===== src/rtl/wb_dma_copy.sv =====
// wb_dma_copy
//   Wishbone classic master that copies a block of 32-bit words from a source
//   region to a destination region: one read access then one write access per
//   word, strictly in ascending address order.
//
// Ports
//   wb_clk_i, wb_rst_i     clock, synchronous active-high reset
//   start_i                one-cycle request, sampled only while idle
//   abort_i                stop the current transfer after the access in flight
//   src_adr_i, dst_adr_i   byte addresses, forced to word alignment
//   len_i                  number of words to copy
//   busy_o                 transfer in progress (low again in the done_o cycle)
//   done_o                 one-cycle pulse at the end of every transfer
//   err_o                  sticky access-timeout flag, cleared by the next start
//   count_o                words fully written so far
//   wbm_*                  Wishbone classic master port (all outputs registered)
//
// State table
//   state   | meaning
//   ST_IDLE | waiting for start_i
//   ST_RD   | read access to the current source word in flight
//   ST_WR   | write access to the current destination word in flight
//   ST_FIN  | end of transfer: done_o pulse, then back to idle

module wb_dma_copy #(
  parameter int LEN_W   = 16,
  parameter int TIMEOUT = 255,
  parameter int TO_W    = 8
) (
  input  logic             wb_clk_i,
  input  logic             wb_rst_i,
  input  logic             start_i,
  input  logic             abort_i,
  input  logic [31:0]      src_adr_i,
  input  logic [31:0]      dst_adr_i,
  input  logic [LEN_W-1:0] len_i,
  output logic             busy_o,
  output logic             done_o,
  output logic             err_o,
  output logic [LEN_W-1:0] count_o,
  output logic [31:0]      wbm_adr_o,
  output logic [31:0]      wbm_dat_o,
  output logic [3:0]       wbm_sel_o,
  output logic             wbm_we_o,
  output logic             wbm_cyc_o,
  output logic             wbm_stb_o,
  input  logic [31:0]      wbm_dat_i,
  input  logic             wbm_ack_i
);

  typedef enum logic [1:0] {
    ST_IDLE = 2'd0,
    ST_RD   = 2'd1,
    ST_WR   = 2'd2,
    ST_FIN  = 2'd3
  } state_t;

  // The access timer counts down from TIMEOUT-1 so that reaching zero without
  // an ack marks the TIMEOUT-th cycle of strobe.
  localparam logic [TO_W-1:0] TO_LOAD = TO_W'(TIMEOUT - 1);

  state_t           r_state;
  logic [31:0]      r_src;
  logic [31:0]      r_dst;
  logic [LEN_W-1:0] r_len;
  logic [LEN_W-1:0] r_count;
  logic [TO_W-1:0]  r_to_cnt;
  logic             r_busy;
  logic             r_done;
  logic             r_err;
  logic [31:0]      r_adr;
  logic [31:0]      r_dat;
  logic             r_we;
  logic             r_cyc;
  logic             r_stb;

  logic [LEN_W-1:0] w_count_inc;
  logic [31:0]      w_src_next;
  logic [31:0]      w_dst_next;
  logic             w_to_expired;
  logic             w_unused;

  assign w_count_inc  = r_count + 1'b1;
  assign w_src_next   = r_src + 32'd4;
  assign w_dst_next   = r_dst + 32'd4;
  assign w_to_expired = (r_to_cnt == '0);
  // Byte-offset bits of the start addresses are deliberately dropped.
  assign w_unused     = ^{src_adr_i[1:0], dst_adr_i[1:0]};

  always_ff @(posedge wb_clk_i) begin
    if (wb_rst_i) begin
      r_state  <= ST_IDLE;
      r_src    <= '0;
      r_dst    <= '0;
      r_len    <= '0;
      r_count  <= '0;
      r_to_cnt <= '0;
      r_busy   <= 1'b0;
      r_done   <= 1'b0;
      r_err    <= 1'b0;
      r_adr    <= '0;
      r_dat    <= '0;
      r_we     <= 1'b0;
      r_cyc    <= 1'b0;
      r_stb    <= 1'b0;
    end else begin
      r_done <= 1'b0;
      case (r_state)
        ST_IDLE: begin
          if (start_i) begin
            r_src   <= {src_adr_i[31:2], 2'b00};
            r_dst   <= {dst_adr_i[31:2], 2'b00};
            r_len   <= len_i;
            r_count <= '0;
            r_err   <= 1'b0;
            r_busy  <= 1'b1;
            if (len_i == '0) begin
              // busy_o stays up for one cycle; ST_FIN then raises done_o.
              r_state <= ST_FIN;
            end else begin
              r_state  <= ST_RD;
              r_cyc    <= 1'b1;
              r_stb    <= 1'b1;
              r_we     <= 1'b0;
              r_adr    <= {src_adr_i[31:2], 2'b00};
              r_to_cnt <= TO_LOAD;
            end
          end
        end

        ST_RD: begin
          if (wbm_ack_i) begin
            r_dat <= wbm_dat_i;
            if (abort_i) begin
              // Word was read but will not be written.
              r_state <= ST_FIN;
              r_cyc   <= 1'b0;
              r_stb   <= 1'b0;
              r_busy  <= 1'b0;
              r_done  <= 1'b1;
            end else begin
              // stb stays high; the responder's self-clearing ack keeps the
              // read and the following write distinct.
              r_state  <= ST_WR;
              r_we     <= 1'b1;
              r_adr    <= r_dst;
              r_to_cnt <= TO_LOAD;
            end
          end else if (abort_i) begin
            r_state <= ST_FIN;
            r_cyc   <= 1'b0;
            r_stb   <= 1'b0;
            r_busy  <= 1'b0;
            r_done  <= 1'b1;
          end else if (w_to_expired) begin
            r_state <= ST_FIN;
            r_cyc   <= 1'b0;
            r_stb   <= 1'b0;
            r_err   <= 1'b1;
            r_busy  <= 1'b0;
            r_done  <= 1'b1;
          end else begin
            r_to_cnt <= r_to_cnt - 1'b1;
          end
        end

        ST_WR: begin
          if (wbm_ack_i) begin
            r_count <= w_count_inc;
            r_src   <= w_src_next;
            r_dst   <= w_dst_next;
            if (abort_i || (w_count_inc == r_len)) begin
              r_state <= ST_FIN;
              r_cyc   <= 1'b0;
              r_stb   <= 1'b0;
              r_we    <= 1'b0;
              r_busy  <= 1'b0;
              r_done  <= 1'b1;
            end else begin
              r_state  <= ST_RD;
              r_we     <= 1'b0;
              r_adr    <= w_src_next;
              r_to_cnt <= TO_LOAD;
            end
          end else if (abort_i) begin
            r_state <= ST_FIN;
            r_cyc   <= 1'b0;
            r_stb   <= 1'b0;
            r_we    <= 1'b0;
            r_busy  <= 1'b0;
            r_done  <= 1'b1;
          end else if (w_to_expired) begin
            r_state <= ST_FIN;
            r_cyc   <= 1'b0;
            r_stb   <= 1'b0;
            r_we    <= 1'b0;
            r_err   <= 1'b1;
            r_busy  <= 1'b0;
            r_done  <= 1'b1;
          end else begin
            r_to_cnt <= r_to_cnt - 1'b1;
          end
        end

        ST_FIN: begin
          // Entered with busy still high only from a zero-length start; in that
          // case the done pulse is issued here, one cycle later.
          if (r_busy) begin
            r_busy <= 1'b0;
            r_done <= 1'b1;
          end else begin
            r_state <= ST_IDLE;
          end
        end

        default: r_state <= ST_IDLE;
      endcase
    end
  end

  assign busy_o    = r_busy;
  assign done_o    = r_done;
  assign err_o     = r_err;
  assign count_o   = r_count;
  assign wbm_adr_o = r_adr;
  assign wbm_dat_o = r_dat;
  assign wbm_sel_o = 4'hF;
  assign wbm_we_o  = r_we;
  assign wbm_cyc_o = r_cyc;
  assign wbm_stb_o = r_stb;

endmodule


===== config.mk =====
export PLATFORM = sky130hd
export DESIGN_NAME = wb_dma_copy
export DESIGN_NICKNAME = d
export VERILOG_FILES = /design/src/rtl/wb_dma_copy.sv
export SDC_FILE = /design/constraint.sdc
export NUM_CORES = 1
export LEC_CHECK = 0
export CORE_MARGIN = 3
export CORE_UTILIZATION = 45
export DETAILED_ROUTE_END_ITERATION = 7
export GPL_TIMING_DRIVEN = 0
export PLACE_DENSITY = 0.7
export SLEW_MARGIN = 10
export SYNTH_ARGS = -nofsm -noshare
export SYNTH_HDL_FRONTEND = slang
export SYNTH_SLANG_ARGS = --single-unit

===== constraint.sdc =====
create_clock -name wb_clk_i -period 3.8 [get_ports wb_clk_i]
set_input_delay 1.14 -clock wb_clk_i [delete_from_list [all_inputs] [get_ports wb_clk_i]]
set_output_delay 1.14 -clock wb_clk_i [all_outputs]
set_load 0.05 [all_outputs]

* After elaboration in Yosys (flattened, before gate mapping)
Cells that the tools add are included.
** Cells by class
- Eq/ne operators :: 19
- Add/subtract/negate cells :: 4
- Reductions and logical operators :: 18
- Muxes and demuxes :: 76
** Operators by type and width (count)
- $mux W32 :: 10
- $pmux W32 S2 :: 2
- $pmux W32 S3 :: 1
- $add A32 B3 Y32 const B :: 2
- $mux W8 :: 8
- $mux W1 :: 36
- $mux W16 :: 2
- $pmux W16 S2 :: 1
- $pmux W8 S3 :: 1
- $ne A2 B2 Y1 const B :: 9
- $add A16 B1 Y16 const B :: 1
- $eq A16 B16 Y1 :: 1
- $logic_not A16 Y1 :: 1
- $mux W2 :: 8
- $reduce_and A5 Y1 :: 3
- $ne A3 B3 Y1 const B :: 4
- $pmux W1 S3 :: 4
- $logic_not A8 Y1 :: 1
- $pmux W2 S4 :: 1
- $sub A8 B1 Y8 const B :: 1
- $reduce_and A7 Y1 :: 1
- $reduce_and A2 Y1 :: 3
- $reduce_and A3 Y1 :: 2
- $reduce_and A6 Y1 :: 1
- other kinds (11) :: 13
** Storage, ports and cells
- Logic and storage cells :: 131
- Flip-flop bits (word level) :: 176
- Output and inout bits :: 90

* Depth between registers and ports, before layout
Gate-level depths: netlist of run 1.
- Depth in word-level cells :: 6
- Depth in mapped cells :: 11
- Depth with buffers taken out :: 10

* Worst setup path before layout of run 1
Ideal clock, no wire load.
- Kind :: reg-to-reg
- Start :: register r_count[1] (netlist: count_o[1])
- End :: register r_adr[13] (netlist: wbm_adr_o[13])
- Arrival time :: 3178 ps
- Setup slack :: 498 ps
- Library setup time :: 125 ps
- Stages on the path, launching flop included :: 12
- Required time :: 3675 ps
- Cells stage by stage :: dfxtp_1 ha_1 nand3_4 nor4_2 o22a_1 o2111ai_1 or4_4 a21o_1 buf_2 buf_2 nand3_1 o21ai_1
** On the way
- Longest elaborated chain between the ends :: 5
** RTL lines
- start, declared :: line 66 : logic [LEN_W-1:0] r_count;
- start signal, assigned :: line 169 : r_count <= w_count_inc;
- $add A16 B1 Y16 :: line 83 : assign w_count_inc = r_count + 1'b1;
- $eq A16 B16 Y1 :: line 172 : if (abort_i || (w_count_inc == r_len)) begin
- $logic_or A1 B1 Y1 :: line 172
- $ne A2 B2 Y1 (no line)
- $reduce_and A7 Y1 (no line)
- end signal, assigned :: line 125 : r_adr <= {src_adr_i[31:2], 2'b00};
- end signal, assigned :: line 146 : r_adr <= r_dst;
- end signal, assigned :: line 182 : r_adr <= w_src_next;
- end, declared :: line 71 : logic [31:0] r_adr;
No other way between the ends.
A chain may end at the register's enable or synchronous reset.

* Final worst setup path of run 1
Same ends and word-level chain as after synthesis.

==> impl_metrics.json, run 1 <==
{
  "outcome": "finished, final reports clean",
  "fin_crit_sh": 0.892,
  "hold_depth": 2,
  "r2r_setup_slack_ns": 0.41,
  "core_um2": 20600,
  "peakVddDrop_v": 0.000317,
  "ant_nets": 0,
  "finalNetCount": 1663,
  "drv_slew": 0,
  "cts_root_buf": "clkbuf_16",
  "reg2reg_to": "wbm_adr_o[13]",
  "post_drt_wl_per_cell_um": 21.1,
  "slew_headroom": 0.433,
  "dpl.cell_count": 1788,
  "clock_latency_ns": 0.44,
  "leakage_uw": 0.00431,
  "required_ns": 4.11,
  "power_density_nw_per_um2": 641,
  "synth_edf_count": 0,
  "synth-seq-area-share": 0.354,
  "crit_chain": "ha_1 -> nand3_4 -> nor4_2 -> o22a_1 -> o2111ai_1 -> or4_4 -> a21o_1 -> buf_2 -> buf_2 -> nand3_1 -> o21ai_1",
  "die_w_um": 152,
  "ys_ff_latch": 170,
  "syn_area_per_cell_um2": 7.29,
  "cts_tree": "built",
  "start_util": 0.466,
  "dieArea_um2": 23100,
  "areaGrowthSynthToFinish_pct": 30.4,
  "hold_viol_final": 0,
  "worstSetupPathType": "reg2reg",
  "drc_errors": 0,
  "hpwlAfterDp_mm": 29.0,
  "worstSetupEndpointType": "register",
  "ctsHoldBuffers": 0,
  "synthCells": 1319,
  "wl_mm": 38.5,
  "ys.warnings.count": 0,
  "rsz0062_at_grt": "false",
  "cp_max_fo": 10,
  "crit_cells": 11,
  "grt.met2_usage": 0.484,
  "endpoint": "wbm_adr_o[13]",
  "startpoint_type": "register",
  "async_reset_ff_frac": 0,
  "cts_sinks": 170,
  "busiest_layer": "met2",
  "nFillCells": 1958,
  "cts_setup_buffers": 0,
  "grt_overflow": 0,
  "cp-startpoint": "count_o[1]",
  "boundaryPins": 207,
  "chipHeight_um": 152,
  "layout_commonest_cell": "nand2_1",
  "cts_buffers": 17,
  "crit_top_cell": "buf_2",
  "cp_top_family": "simple AND/OR/NAND/NOR gates",
  "globalRouteMet3Util": 0.0960,
  "grt_pass1_wl_mm": 59.1,
  "critPathSlowestCell": "or4_4",
  "cts-htree-levels": 4,
  "gp_congestion": 1.02,
  "hold_class": "reg2reg",
  "path_buf_inv": 2,
  "diodes": 0,
  "worst_pin_slew_ns": 0.850,
  "cts_resized": 0,
  "fin_cells": 1820,
  "dr.first_iter.drc_count": 1292,
  "numPortBuffers": 196,
  "clock_path_buffers": 2,
  "clk_pin_slew_ns": 0.07,
  "drt-pass1-iter-count": 6,
  "grt_max_degree": 17,
  "slowest_delay_ns": 0.61,
  "tns_ns": 0,
  "setup_viol": 0,
  "rows": 52,
  "syn_area_um2": 9610,
  "grt_pass1_vias": 10218,
  "arrival_ns": 3.70,
  "met1_usage": 0.432,
  "synth_ff_type": "dfxtp_1",
  "fmax_ghz": 0.295,
  "final_cell_mix": "nand2_1, clkdlybuf4s50_1, dfxtp_1",
  "maxCapViolCount": 0,
  "period_needed_ns": 3.39,
  "grt.total_usage": 0.321,
  "grt_antenna_before_repair": 0,
  "rr_startpoint": "count_o[1]",
  "vias": 10964,
  "reg2reg_depth": 11,
  "postLayoutCoreUtil": 0.608,
  "fin_worst_skew_ns": 0.0122,
  "drt-vias-per-instance": 6.02,
  "ys_types": 68,
  "layout-drive-gt1-share": 0.0432
}
[power by group]
| part | switching [uW] | total, uW | internal (uW) |
|---|---|---|---|
| clock | 829 | 1880 | 1050 |
| sequential | 397 | 2570 | 2170 |
| combinational | 2400 | 3580 | 1180 |
| total | 3630 | 8030 | 4400 |
[synth_stat cells, types with 3 or more instances]
cell	n	area share
ha_1	9	0.012
dfxtp_1	170	0.35
nor2_1	126	0.049
nor4_1	13	0.0085
and2_1	12	0.0078
a311oi_1	16	0.015
a22oi_1	25	0.020
nor3_1	43	0.022
a21oi_1	131	0.068
buf_2	8	0.0042
xor2_1	13	0.012
a31oi_1	6	0.0039
o22ai_1	11	0.0072
o41ai_1	4	0.0036
or3_1	8	0.0052
o21ai_0	65	0.034
a221oi_1	13	0.012
nand2b_1	30	0.020
nand4_1	26	0.017
xnor2_1	30	0.027
o2111ai_1	6	0.0055
a211oi_1	32	0.025
o31ai_1	13	0.010
and4_1	5	0.0046
inv_1	15	0.0059
o2bb2ai_1	3	0.0027
mux2i_1	5	0.0052
nand2_1	220	0.086
buf_4	6	0.0047
nor3b_1	3	0.0023
buf_1	7	0.0027
buf_6	3	0.0035
and3_1	12	0.0078
nor2b_1	10	0.0065
clkbuf_1	89	0.035
o21ai_1	20	0.010
a21o_1	6	0.0047
nand3_1	56	0.029
nand3b_1	6	0.0047
[worst reg2reg max path, stage by stage (launching register included)]
cell       delay, ns
dfxtp_1         0.47
ha_1            0.40
nand3_4         0.19
nor4_2          0.44
o22a_1          0.21
o2111ai_1       0.12
or4_4           0.61
a21o_1          0.21
buf_2           0.21
buf_2           0.23
nand3_1         0.10
o21ai_1         0.07
[layout make-up]
cell class                 count  area, um^2  share of cell area
buffer                       113         479              0.0382
multi-input combinational   1022        5680               0.453
tap                          270         338              0.0270
sequential                   170        3400               0.272
inverter                      17        63.8             0.00509
timing repair buffer         196        1960               0.157
clock inverter                14         183              0.0146
clock buffer                  18         429              0.0342
[worst min-delay path by stage]
stage | start | end | slack, ns
after floorplan | r_to_cnt[3] | r_to_cnt[3] | 0.45
after global placement | wbm_dat_o[29] | wbm_dat_o[29] | 0.44
after detailed placement | wbm_dat_o[6] | wbm_dat_o[6] | 0.45
after CTS | wbm_dat_o[22] | wbm_dat_o[22] | 0.45
after global routing | wbm_dat_o[6] | wbm_dat_o[6] | 0.47
final | wbm_dat_o[6] | wbm_dat_o[6] | 0.45
[logic make-up after synthesis]
group | count (synthesis) | synth area share
and+or+nand+nor | 590 | 0.293
AOI/OAI and AO/OA | 370 | 0.239
DFF | 170 | 0.354
buffers and inverters | 130 | 0.0565
xor gates and xnor gates | 43 | 0.0392
adders and majority gates | 9 | 0.0117
muxes | 6 | 0.00638
other | 1 | 0.000390
[sequential cells by signal, indices dropped and copies added, names as in the netlist, 2 cells and up]
register	cells
wbm_dat_o	32
r_dst	30
r_len	16
r_state	2
count_o	16
wbm_adr_o	31
r_to_cnt	8
r_src	30
[metrics by stage]
stage          hold slack [ns]  setup WS, ns  area [um^2]  power [uW]
2_1_floorplan            0.446         0.498         9620        4780
3_3_place_gp             0.441        0.0559        11900        6050
3_5_place_dp             0.446        0.0369        11900        6090
4_1_cts                  0.455         0.459        12500        7960
5_1_grt                  0.472         0.240        12500        8390
6_report                 0.454         0.411        12500        8030
[routing by layer]
layer / share of wire / vias to the layer above / wire [um]
met5: 0 / - / 0
met4: 0.039 / 0 / 1490
met3: 0.13 / 101 / 4880
met2: 0.43 / 686 / 16500
met1: 0.41 / 5033 / 15600
li1: - / 5144 / -
No activity file was read; power rests on OpenSTA's default activity.
==> inputs of run 2 (changes only) <==
Settings changed: PLACE_DENSITY 0.7 to 0.72.
==> run 2 against run 1 <==
Compared with the run above:
- register-to-register slack got worse by 0.14 ns
- flip-flop and latch count unchanged
- first-iteration DRC count is 11% higher
- worst setup slack got worse by 0.14 ns
- sequential share of layout area rose by 0.065 points
- global-route usage hardly changed
- critical endpoint unchanged
- largest power group unchanged
- highest routed layer unchanged
==> impl_metrics.json, run 2 (same netlist as run 1, synthesis figures left out) <==
{
  "cts_setup_buffers": 0,
  "cts_resized": 0,
  "maxCapViolCount": 0,
  "tns_ns": 0,
  "grt_pass1_vias": 10129,
  "postLayoutCoreUtil": 0.606,
  "rows": 52,
  "vias": 11127,
  "layout_commonest_cell": "nand2_1",
  "final_cell_mix": "nand2_1, clkdlybuf4s50_1, dfxtp_1",
  "ant_nets": 0,
  "fmax_ghz": 0.284,
  "arrival_ns": 3.83,
  "start_util": 0.466,
  "cts_sinks": 170,
  "fin_crit_sh": 0.928,
  "gp_congestion": 1.08,
  "slew_headroom": 0.359,
  "critPathSlowestCell": "or4_4",
  "holdWs_ns": 0.454,
  "crit_chain": "ha_1 -> nand3_4 -> nor4_2 -> o22a_1 -> o2111ai_1 -> or4_4 -> a21o_1 -> buf_2 -> buf_2 -> nand3_1 -> o21ai_1",
  "worstSetupEndpointType": "register",
  "rsz0062_at_grt": "false",
  "drc_errors": 0,
  "startpoint_type": "register",
  "grt_antenna_before_repair": 0,
  "cts-htree-levels": 4,
  "grt_pass1_wl_mm": 59.1,
  "worst_pin_slew_ns": 0.962,
  "hold_viol_final": 0,
  "dpl.cell_count": 1788,
  "post_drt_wl_per_cell_um": 21.3,
  "hold_class": "reg2reg",
  "drt-vias-per-instance": 6.11,
  "finalNetCount": 1663,
  "drt-pass1-iter-count": 6,
  "core_um2": 20600,
  "r2r_setup_slack_ns": 0.27,
  "wl_mm": 38.7,
  "grt.total_usage": 0.321,
  "outcome": "finished, final reports clean",
  "numPortBuffers": 196,
  "required_ns": 4.11,
  "worst_slack_ns": 0.274,
  "areaGrowthSynthToFinish_pct": 30.1,
  "cp_max_fo": 10,
  "drv_slew": 0,
  "chipHeight_um": 152,
  "ctsHoldBuffers": 0,
  "boundaryPins": 207,
  "period_needed_ns": 3.53,
  "clk_pin_slew_ns": 0.07,
  "clock_latency_ns": 0.44,
  "worstSetupPathType": "reg2reg",
  "diodes": 0,
  "largest_reg_flops": 32,
  "fin_worst_skew_ns": 0.0128,
  "hpwlAfterDp_mm": 29.1,
  "path_buf_inv": 2,
  "grt_overflow": 0,
  "dieArea_um2": 23100,
  "cp_top_family": "simple AND/OR/NAND/NOR gates",
  "slowest_delay_ns": 0.61,
  "die_w_um": 152,
  "clock_path_buffers": 2,
  "cts_buffers": 17,
  "leakage_uw": 0.00429,
  "peakVddDrop_v": 0.000355,
  "fin_cells": 1820,
  "cts_tree": "built",
  "power_density_nw_per_um2": 632,
  "crit_top_cell": "buf_2",
  "cts_root_buf": "clkbuf_16",
  "dr.first_iter.drc_count": 1432,
  "layout-drive-gt1-share": 0.0439,
  "dp_slack_ns": 0.0963,
  "setup_viol": 0,
  "grt_max_degree": 19
}
run 2: cell types whose count changed in the layout (fill, tap and decap cells not counted), sizes merged:
cell      change
clkinvlp      +1
clkinv        +2
inv           +1
clkbuf        -1
bufinv        -3
run 2: routing by layer:
| layer | GRT usage | share of wire | up-vias |
|---|---|---|---|
| met3 | 0.0866 | 0.13 | 98 |
| li1 | - | - | 5127 |
| met2 | 0.473 | 0.42 | 812 |
| met1 | 0.449 | 0.41 | 5090 |
| met4 | 0.121 | 0.038 | 0 |
| met5 | 0 | 0 | - |
run 2: stage by stage:
step | instance area (um^2) | total power [uW]
finish | 12500 | 7900
global route | 12500 | 8240
CTS | 12500 | 7800
detailed placement | 11900 | 6070
global placement | 11900 | 6040
floorplan | 9620 | 4780
run 2: worst paths after layout:
kind	from	end	cells after the start
min	wbm_dat_o[6]	wbm_dat_o[6]	2
max reg2reg	count_o[1]	wbm_adr_o[13]	11
min reg2reg	wbm_dat_o[6]	wbm_dat_o[6]	2
max	count_o[1]	wbm_adr_o[13]	11
run 2: where the power goes:
group	switching, uW	internal (uW)	leakage [uW]	total (uW)
Combinational	2420	1180	0.00262	3590
Sequential	396	2170	0.00139	2570
Clock	863	879	0.000280	1740
run 2: worst min-delay path, delay by kind of cell (launching register included):
| family | cells | cell delay (ns) |
|---|---|---|
| flops | 1 | 0.31 |
| simple gates | 1 | 0.05 |
| compound gates | 1 | 0.05 |
run 2: cell type report:
class / instances / area (um^2)
inverter: 17 / 63.8
fill: 1929 / 8120
clock inverter: 15 / 156
timing repair buffer: 196 / 1960
multi-input combinational: 1022 / 5680
buffer: 113 / 479
tap: 270 / 338
clock buffer: 17 / 425
sequential: 170 / 3400
==> inputs of run 3 (changes only) <==
Settings changed: SETUP_SLACK_MARGIN set to 0.15, SLEW_MARGIN 10 to 25.
==> run 3 against run 2 <==
Compared with the run above:
- final area is essentially flat
- die area is the same
- global-route usage is the same
- clock skew grew 0.0018 ns
- flip-flop and latch count is the same
- critical path depth is the same
- register-to-register slack gained 0.08 ns
- sequential share of layout area is essentially flat
- final cell count is the same
- count of clock-buffer cells in the layout is the same
- core utilization is essentially flat
- critical path type unchanged
- critical endpoint unchanged
- largest power group unchanged
==> impl_metrics.json, run 3 (same netlist as run 1, synthesis figures left out) <==
{
  "finalNetCount": 1663,
  "peakVddDrop_v": 0.000353,
  "maxCapViolCount": 0,
  "crit_top_cell": "buf_2",
  "cts-htree-levels": 4,
  "die_w_um": 152,
  "hpwlAfterDp_mm": 29.1,
  "startpoint_type": "register",
  "worstSetupEndpointType": "register",
  "core_um2": 20600,
  "grt_overflow": 0,
  "leakage_uw": 0.00431,
  "final_cell_mix": "nand2_1, clkdlybuf4s50_1, dfxtp_1",
  "largest_reg_flops": 32,
  "grt_pass1_vias": 10129,
  "cts_resized": 0,
  "numPortBuffers": 196,
  "layout_commonest_cell": "nand2_1",
  "clock_latency_ns": 0.44,
  "cts_tree": "built",
  "grt.total_usage": 0.321,
  "required_ns": 4.11,
  "ctsHoldBuffers": 0,
  "rows": 52,
  "vias": 11089,
  "clock_path_buffers": 2,
  "drt-pass1-iter-count": 6,
  "tns_ns": 0,
  "arrival_ns": 3.75,
  "fmax_ghz": 0.290,
  "fin_worst_skew_ns": 0.0147,
  "post_drt_wl_per_cell_um": 21.2,
  "slowest_delay_ns": 0.56,
  "layout-drive-gt1-share": 0.0439,
  "cts_setup_buffers": 0,
  "rsz0062_at_grt": "false",
  "fin_crit_sh": 0.906,
  "hold_viol_final": 0,
  "clk_pin_slew_ns": 0.07,
  "worst_slack_ns": 0.357,
  "chipHeight_um": 152,
  "grt_antenna_before_repair": 0,
  "setup_viol": 0,
  "hold_class": "reg2reg",
  "dp_slack_ns": 0.0963,
  "slew_headroom": 0.380,
  "dieArea_um2": 23100,
  "reg2reg_depth": 11,
  "start_util": 0.466,
  "drc_errors": 0,
  "hold_depth": 2,
  "cts_buffers": 17,
  "grt_pass1_wl_mm": 59.1,
  "period_needed_ns": 3.44,
  "nFillCells": 1929,
  "wl_mm": 38.7,
  "ant_nets": 0,
  "cts_sinks": 170,
  "gp_congestion": 1.08,
  "cp_max_fo": 10,
  "areaGrowthSynthToFinish_pct": 30.2,
  "cts_root_buf": "clkbuf_16",
  "boundaryPins": 207,
  "outcome": "finished, final reports clean",
  "worstSetupPathType": "reg2reg",
  "postLayoutCoreUtil": 0.607,
  "worst_pin_slew_ns": 0.930,
  "power_density_nw_per_um2": 631,
  "drv_slew": 0,
  "grt_max_degree": 19,
  "critPathSlowestCell": "or4_4",
  "crit_chain": "ha_1 -> nand3_4 -> nor4_4 -> xnor2_1 -> a211o_1 -> or4_4 -> a21o_1 -> buf_2 -> buf_2 -> nand3_1 -> o21ai_1",
  "drt-vias-per-instance": 6.09,
  "diodes": 0,
  "dr.first_iter.drc_count": 1450
}
[run 3: cell counts in the layout (fill, tap and decap cells not counted)]
Identical to the previous run, type by type.
[run 3: per-stage QoR]
stage,instances,hold WS (ns),cell area [um^2],power (uW)
final,1820,0.454,12500,7900
after detailed placement,1788,0.447,11900,6070
after global placement,1788,0.441,11900,6040
after global routing,1820,0.475,12500,8240
after floorplan,1322,0.446,9620,4780
after CTS,1820,0.455,12500,7800
[run 3: critical path, delay by kind of cell, from the launching register on]
kind                       cells  cell delay [ns]
DFF                            1             0.50
buffers and inverters          2             0.46
AOI/OAI and AO/OA              3             0.58
xor gates and xnor gates       1             0.11
and+or+nand+nor                4             1.26
adders and majority gates      1             0.39
[run 3: report_power, final]
group          leakage, uW  switching, uW  internal (uW)
clock             0.000280            861            879
combinational      0.00263           2410           1180
sequential         0.00139            396           2170
[run 3: area by class of cell]
type | instances | area (um^2) | share of cell area
multi-input cells | 1022 | 5680 | 0.454
clock inverters | 15 | 156 | 0.0125
well taps | 270 | 338 | 0.0270
plain buffers | 113 | 479 | 0.0383
clock buffers | 17 | 425 | 0.0340
repair buffers | 196 | 1960 | 0.157
flip-flops and latches | 170 | 3400 | 0.272
inverters | 17 | 63.8 | 0.00510
[run 3: path summary, 6_finish.rpt]
kind | start | to | slack, ns
max | count_o[1] | wbm_adr_o[13] | 0.36
min | wbm_dat_o[6] | wbm_dat_o[6] | 0.45
max reg2reg | count_o[1] | wbm_adr_o[13] | 0.36
min reg2reg | wbm_dat_o[6] | wbm_dat_o[6] | 0.45
[run 3: per-layer routing]
layer / vias up / track usage / share of wire
li1: 5143 / - / -
met1: 5066 / 0.449 / 0.41
met2: 779 / 0.473 / 0.42
met3: 101 / 0.0866 / 0.13
met4: 0 / 0.121 / 0.039
met5: - / 0 / 0
